File: src/rtl/sram_arb_pkg.sv
// sram_arb_pkg: shared types and default widths for the SRAM port arbiter.
//   state_e : arbiter FSM states
//   owner_e : requester identity (CPU = 0, DMA = 1)
package sram_arb_pkg;
  localparam int unsigned SRAM_ADDR_W = 20;
  localparam int unsigned SRAM_DATA_W = 16;
  typedef enum logic [1:0] {IDLE, ACCESS, DONE} state_e;
  typedef enum logic {OWN_CPU = 1'b0, OWN_DMA = 1'b1} owner_e;
endpackage

File: src/rtl/rr_pick2.sv
// rr_pick2: two-way round-robin pick, purely combinational.
//   req[1:0]    in  : request vector, bit 0 = CPU, bit 1 = DMA
//   last        in  : previous grantee id
//   grant_valid out : any request present
//   grant_id    out : winner id (a tie goes to the one that was not last)
module rr_pick2 (
  input  logic [1:0] req,
  input  logic       last,
  output logic       grant_valid,
  output logic       grant_id
);
  assign grant_valid = |req;
  assign grant_id    = &req ? ~last : req[1];
endmodule

File: src/rtl/sram_port_arbiter.sv
// sram_port_arbiter: shares one async SRAM between CPU and DMA requesters.
//   Clk, Reset_n                     : clock, async active-low reset
//   cpu_* / dma_*                    : req/we/addr/wdata in, rdata/done out
//   sram_addr, sram_wdata            : registered SRAM address and write data
//   sram_data_oe                     : FPGA drives the SRAM data bus
//   sram_rdata                       : SRAM data bus input
//   Mem_CE/UB/LB/OE/WE               : active-low SRAM strobes
//   busy, owner                      : not idle; current or last grantee
module sram_port_arbiter
  import sram_arb_pkg::*;
#(
  parameter int unsigned ADDR_W        = SRAM_ADDR_W,
  parameter int unsigned DATA_W        = SRAM_DATA_W,
  parameter int unsigned ACCESS_CYCLES = 2
) (
  input  logic              Clk,
  input  logic              Reset_n,
  input  logic              cpu_req,
  input  logic              cpu_we,
  input  logic [ADDR_W-1:0] cpu_addr,
  input  logic [DATA_W-1:0] cpu_wdata,
  output logic [DATA_W-1:0] cpu_rdata,
  output logic              cpu_done,
  input  logic              dma_req,
  input  logic              dma_we,
  input  logic [ADDR_W-1:0] dma_addr,
  input  logic [DATA_W-1:0] dma_wdata,
  output logic [DATA_W-1:0] dma_rdata,
  output logic              dma_done,
  output logic [ADDR_W-1:0] sram_addr,
  output logic [DATA_W-1:0] sram_wdata,
  output logic              sram_data_oe,
  input  logic [DATA_W-1:0] sram_rdata,
  output logic              Mem_CE,
  output logic              Mem_UB,
  output logic              Mem_LB,
  output logic              Mem_OE,
  output logic              Mem_WE,
  output logic              busy,
  output logic              owner
);
  localparam int unsigned CW = $clog2(ACCESS_CYCLES + 1);
  localparam logic [CW-1:0] CNT_LAST = CW'(ACCESS_CYCLES - 1);

  state_e            state_q;
  owner_e            owner_q, last_q;
  logic [CW-1:0]     cnt_q;
  logic              we_q;
  logic [ADDR_W-1:0] addr_q, addr_d;
  logic [DATA_W-1:0] wdata_q, wdata_d, cpu_rdata_q, dma_rdata_q;
  logic              we_d, grant_valid, grant_id, in_access;

  rr_pick2 u_pick (
    .req        ({dma_req, cpu_req}),
    .last       (last_q),
    .grant_valid(grant_valid),
    .grant_id   (grant_id)
  );

  assign addr_d  = grant_id ? dma_addr  : cpu_addr;
  assign wdata_d = grant_id ? dma_wdata : cpu_wdata;
  assign we_d    = grant_id ? dma_we    : cpu_we;

  always_ff @(posedge Clk or negedge Reset_n) begin
    if (!Reset_n) begin
      state_q     <= IDLE;
      owner_q     <= OWN_CPU;
      last_q      <= OWN_DMA;
      cnt_q       <= '0;
      we_q        <= 1'b0;
      addr_q      <= '0;
      wdata_q     <= '0;
      cpu_rdata_q <= '0;
      dma_rdata_q <= '0;
    end else begin
      case (state_q)
        IDLE: if (grant_valid) begin
          addr_q  <= addr_d;
          wdata_q <= wdata_d;
          we_q    <= we_d;
          owner_q <= owner_e'(grant_id);
          last_q  <= owner_e'(grant_id);
          cnt_q   <= '0;
          state_q <= ACCESS;
        end
        ACCESS: if (cnt_q == CNT_LAST) begin
          // read data is sampled on the edge that ends the strobe window
          if (!we_q && owner_q == OWN_CPU) cpu_rdata_q <= sram_rdata;
          if (!we_q && owner_q == OWN_DMA) dma_rdata_q <= sram_rdata;
          state_q <= DONE;
        end else begin
          cnt_q <= cnt_q + 1'b1;
        end
        DONE: state_q <= IDLE;
        default: state_q <= IDLE;
      endcase
    end
  end

  // strobes depend only on registered state, so they cannot glitch within a state
  assign in_access    = state_q == ACCESS;
  assign Mem_CE       = ~in_access;
  assign Mem_UB       = ~in_access;
  assign Mem_LB       = ~in_access;
  assign Mem_OE       = ~(in_access & ~we_q);
  assign Mem_WE       = ~(in_access & we_q);
  assign sram_data_oe = in_access & we_q;
  assign sram_addr    = addr_q;
  assign sram_wdata   = wdata_q;
  assign cpu_rdata    = cpu_rdata_q;
  assign dma_rdata    = dma_rdata_q;
  assign cpu_done     = state_q == DONE && owner_q == OWN_CPU;
  assign dma_done     = state_q == DONE && owner_q == OWN_DMA;
  assign busy         = state_q != IDLE;
  assign owner        = owner_q;
endmodule

File: config.mk
export PLATFORM = sky130hd
export DESIGN_NAME = sram_port_arbiter
export DESIGN_NICKNAME = d
export VERILOG_FILES = /design/src/rtl/sram_arb_pkg.sv /design/src/rtl/rr_pick2.sv /design/src/rtl/sram_port_arbiter.sv
export SDC_FILE = /design/constraint.sdc
export NUM_CORES = 1
export LEC_CHECK = 0
export CORE_AREA = 2 2 132 109
export CTS_CLUSTER_DIAMETER = 100
export DETAILED_ROUTE_END_ITERATION = 16
export DIE_AREA = 0 0 134 111
export GPL_ROUTABILITY_DRIVEN = 0
export GPL_TIMING_DRIVEN = 0
export SYNTH_ARGS = -nofsm -noshare
export SYNTH_HDL_FRONTEND = slang
export SYNTH_SLANG_ARGS = --single-unit
File: constraint.sdc
create_clock -name Clk -period 2.2 [get_ports Clk]
set_input_delay 0.22 -clock Clk [delete_from_list [all_inputs] [get_ports Clk]]
set_output_delay 0.22 -clock Clk [all_outputs]
set_load 0.01 [all_outputs]
* Word level (Yosys, flattened, before mapping)
Index checks and enable logic that the tools add are counted.
W data, S select, Z words.
** Word-level totals
- Register bits :: 75
- Input port bits :: 94
- Output and inout bits :: 78
- Logic and storage cells :: 49
** Operators by class
- Add/sub/neg operators :: 1
- Equal/unequal tests :: 6
- Multiplexer cells :: 10
- Bitwise operators :: 8
- Reductions and logical operators :: 15
** Operators with widths (number)
- $mux W20 :: 1
- $mux W16 :: 1
- $reduce_and A3 Y1 :: 3
- $mux W2 :: 4
- $pmux W2 S2 :: 2
- $not A1 Y1 :: 6
- $reduce_and A2 Y1 :: 3
- $eq A2 B1 Y1 const B :: 2
- $logic_and A1 B1 Y1 :: 4
- $ne A2 B2 Y1 const B :: 2
- $reduce_bool A2 Y1 :: 2
- $add A2 B1 Y2 const B :: 1
- $and A1 B1 Y1 :: 2
- $eq A2 B2 Y1 const B :: 1
- $logic_not A2 Y1 :: 1
- $mux W1 :: 2
- $ne A2 B1 Y1 const B :: 1
- $reduce_or A2 Y1 :: 1
- $logic_not A1 Y1 :: 1

* Depth between registers and ports, before layout
- Depth in word-level cells :: 3
- Mapped depth :: 5
- Mapped depth without buffers :: 5

* By module
Synthesis repeated with hierarchy kept, for this count alone.
** Unflattened totals
- Cell total of the unflattened synthesis :: 257
- Area total of the unflattened synthesis :: 3193.1 µm²
** By module, submodules not included
- sram_port_arbiter :: times used 1, cells each 255, area an instance 3179.3 µm², sequential area each 1878.1 µm²
- rr_pick2 :: times used 1, cells each 2, area an instance 13.8 µm², sequential area each 0.0 µm²

* Worst setup path after synthesis
No wires, ideal clock.
- Path type :: reg2reg
- Start point :: reg state_q[1]
- End point :: reg cpu_rdata_q[0], in the netlist cpu_rdata[0]
- Setup time :: 0.125 ns
- Data arrival time :: 1.648 ns
- Required time :: 2.075 ns
- Path slack :: 0.428 ns
- Stages on the path, launching flop included :: 6
- Buffers on the path :: 1
- Clock period less this slack :: 1.772 ns
- Cells stage by stage :: dfrtp_1 and2b_2 inv_2 nor4b_4 buf_6 mux2_2
** Between the ends
- Word-level cells in the longest chain between the ends :: 2
** Ends and longest elaborated chain
- start, declared :: line sram_port_arbiter.sv:45 : state_e state_q;
- start signal, assigned :: line sram_port_arbiter.sv:66 : state_q <= IDLE;
- start signal, assigned :: line sram_port_arbiter.sv:84 : state_q <= ACCESS;
- start signal, assigned :: line sram_port_arbiter.sv:90 : state_q <= DONE;
- $eq A2 B1 Y1 :: line sram_port_arbiter.sv:76 : case (state_q)
- $reduce_and A3 Y1 (no line)
- end signal, assigned :: line sram_port_arbiter.sv:88 : if (!we_q && owner_q == OWN_CPU) cpu_rdata_q <= sram_rdata;
- end, declared :: line sram_port_arbiter.sv:50 : logic [DATA_W-1:0] wdata_q, wdata_d, cpu_rdata_q, dma_rdata_q;
No other way between the ends.
A chain may end at the register's enable or synchronous reset.

* Final worst setup path
- Start point :: reg state_q[1]
- End point :: reg cpu_rdata_q[4], in the netlist cpu_rdata[4]
Same word-level chain as after synthesis.

==> results by group <==
STA
  • Slew Limit Fails: 0
  • Final period util: 0.925
  • TNS Setup: 0 ps
  • Tmin final: ~2000 ps
  • Setup Viol. Count Final: 0
  • Clk_skew: roughly 7.5 ps
  • Final WS setup: between 150 and 200 ps
  • Tightest Pin Transition: ~600 ps
  • FMAX: between 400 and 500 MHz
  • Endpoints failing hold: 0
  • RSZ-0062 raised after global routing: no
  • Max_slew headroom: 0.589

Routing
  • Final ANT Viol Nets: 0
  • Drt wl/cell: roughly 14 microns
  • Avg Vias per Cell: 4.18
  • # DRC: 0
  • Via Count: between 2,000 and 2,500
  • DR iter-0 viols: 44
  • Pre-antenna DRT Iters: 2
  • Routed WL: between 8000 and 9000 microns

Place
  • HPWL after detailed placement: about 6400 microns
  • Placed inst area: ~0.0053 sq mm
  • Buffers added on ports: about 170
  • Dpl ws: between 15 and 20 ps

GRT
  • GRT Overall Usage: 0.121
  • Number of global-route vias before repair: approximately 2,800
  • First-pass GRT wire length: about 14,000 microns
  • Initial antenna violation count: 0
  • Largest net degree at the start of global routing: between 50 and 60
  • Gr ovfl total: 0

Power
  • PD cells: roughly 1400 mW/mm^2
  • Leakage: 2.28 nW
  • VDD IR-drop max: around 0.63 mV

Worst hold path
  • Worst hold path type: in -> async

Layout
  • Layout net count: a little under 500
  • Layout cell share with drive strength beyond 1: 0.347
  • Reg area: approximately 0.0019 sq mm
  • Final Cell Area: 0.00565 sq mm
  • Multi-input logic area: about 0.0014 sq mm
  • Fillers: about 1,300
  • Ant diodes: 0
  • Syn-to-layout area delta: 69.9%

Critical path
  • Largest stage delay on the critical path: 580 ps
  • WP data arrival: 2250 ps
  • Crit Path Max Fanout: 10
  • Critical path cell sequence: and2b_2 > inv_2 > nor4b_4 > buf_6 > mux2_2
  • Slowest-stage cell, CP: nor4b_4
  • Crit path launch type: flip-flop
  • CP Class: reg -> reg
  • CP required: approximately 2400 ps
  • Element type at the critical path end: flip-flop

Clock tree
  • Max clock buf depth: 2
  • Clock latency at the later pin of the worst-skew pair: 330 ps
  • CTS Buf Count: 9
  • CTS HTree Levels: 3
  • Root Driver: clkbuf_16
  • CTS tree: built
  • Postcts setup bufs: 0
  • CTS clk-pin slew, worst paths: approximately 60 ps
  • Sink Count: 75
  • CTS-repair resized insts: 0

Die
  • Initial Util: 0.242
  • Io pins: around 170
  • Row count: 39
  • Die area: between 0.01 and 0.015 sq mm
  • Core area: about 0.014 sq mm
  • Height of the die: ~110 microns
  • Die span in x: 134 microns

Synthesis
  • Register bit total from synthesis: 75
  • Top post-synthesis cells by area: dfrtp_1 (56%), mux2_2 (36%), buf_2 (1.1%), dfstp_2 (0.79%), nor4b_4 (0.72%)
  • Mapped Area: 0.00332 sq mm
  • Synthesized area per cell: 15.3 sq um
  • Yosys top cell area share: 0.557
  • Post-Syn Instances: between 200 and 250
  • Netlist cell types: 27
  • Ys Warns: 0
  • Sequential fraction of the synthesis area: 0.565
  • Syn_nets: roughly 310
  • Largest area contributor in the netlist: dfrtp_1

Run
  • Maximum Capacitance Violations: 0

Status
  • Status: finished clean
stage by stage:
step | hold slack, ps | std cells | total power [W] | utilization
after floorplan | -75.6 | 217 | 0.00418 | -
final | 345 | 590 | 0.00777 | 0.412
after CTS | 346 | 590 | 0.00793 | 0.412
after detailed placement | 167 | 573 | 0.00618 | 0.386
after global placement | 468 | 572 | 0.00612 | 0.384
after global routing | 370 | 590 | 0.00828 | 0.412
per-layer routing:
metal	global-route usage	vias to the layer above	wire length (microns)
met4	0.0426	0	125
li1	-	1143	-
met3	0.0457	8	683
met1	0.142	1223	3490
met5	0	-	0
met2	0.203	91	4100
power by group:
group,switching [W],total (W),internal (W)
combinational,0.00130,0.00361,0.00231
clock,0.000567,0.00168,0.00112
sequential,0.000375,0.00247,0.00210
cell usage after synthesis, drive strengths merged:
cell type and instances:
nand2 1, or3b 1, o22ai 1, dfstp 1
and2 1, buf 10, and3b 1, o21ai 3
nand4b 1, ha 1, mux2 106, clkbuf 2
nor3b 1, nand2b 1, dfrtp 74, inv 3
a21bo 1, or2 1, nor4b 1, and2b 1
nor2 2, mux2i 1, o31ai 2
registers in the layout, summed over array words and instances, names as in the netlist:
name and flops:
cpu_rdata 16, we_q 1, cnt_q 2, sram_wdata 16
sram_addr 20, dma_rdata 16, state_q 2, owner 1
last_q 1
worst paths after layout:
check                           slack, ps  cells past startpoint        from           end
worst max-delay path                  170                      5  state_q[1]  cpu_rdata[4]
worst min-delay path                  350                      2     Reset_n  sram_addr[8]
worst max register to register        170                      5  state_q[1]  cpu_rdata[4]
worst min register to register        490                      1    cnt_q[0]      cnt_q[0]
max in group asynchronous            1250                      3     Reset_n        last_q
min in group Clk                      490                      1    cnt_q[0]      cnt_q[0]
cells by family (layout without fill, tap and decap cells):
kind of cell / after synthesis / after routing / share of synthesized area
AO/OA/AOI/OAI: 7 / 7 / 0.0139
adder cells (fa/ha/maj): 1 / 1 / 0.00376
AND/OR/NAND/NOR: 12 / 12 / 0.0312
buffers and inverters: 15 / 204 / 0.0241
flip-flops: 75 / 75 / 0.565
multiplexers: 107 / 107 / 0.362
critical path: cells and delay by family, from the launching register on:
family	cells	cell delay (ps)
multiplexers	1	350
flip-flops	1	400
AND/OR/NAND/NOR	2	850
buffers and inverters	2	310
cell type report:
class | count | area share
Sequential cell | 75 | 0.332
Timing Repair Buffer | 173 | 0.309
Multi-Input combinational cell | 127 | 0.242
Clock buffer | 13 | 0.0496
Tap cell | 184 | 0.0408
Buffer | 12 | 0.0122
Clock inverter | 3 | 0.0120
Inverter | 3 | 0.00199
layout by cell type, fill, tap and decap left out, types with 2 or more instances in the layout:
cell type        count
buf_2                7
buf_4                3
bufinv_16            2
clkbuf_1             2
clkbuf_16            9
clkbuf_8             4
clkdlybuf4s50_1    170
dfrtp_1             74
inv_1                2
mux2_2             106
o21ai_0              3
o31ai_1              2
timing repair:
item	4_1_cts	5_1_grt
hold buffers	1	0
endpoints found under the setup margin	0	0
hold endpoints to repair	25	0
Power figures use the tool's default switching activity.
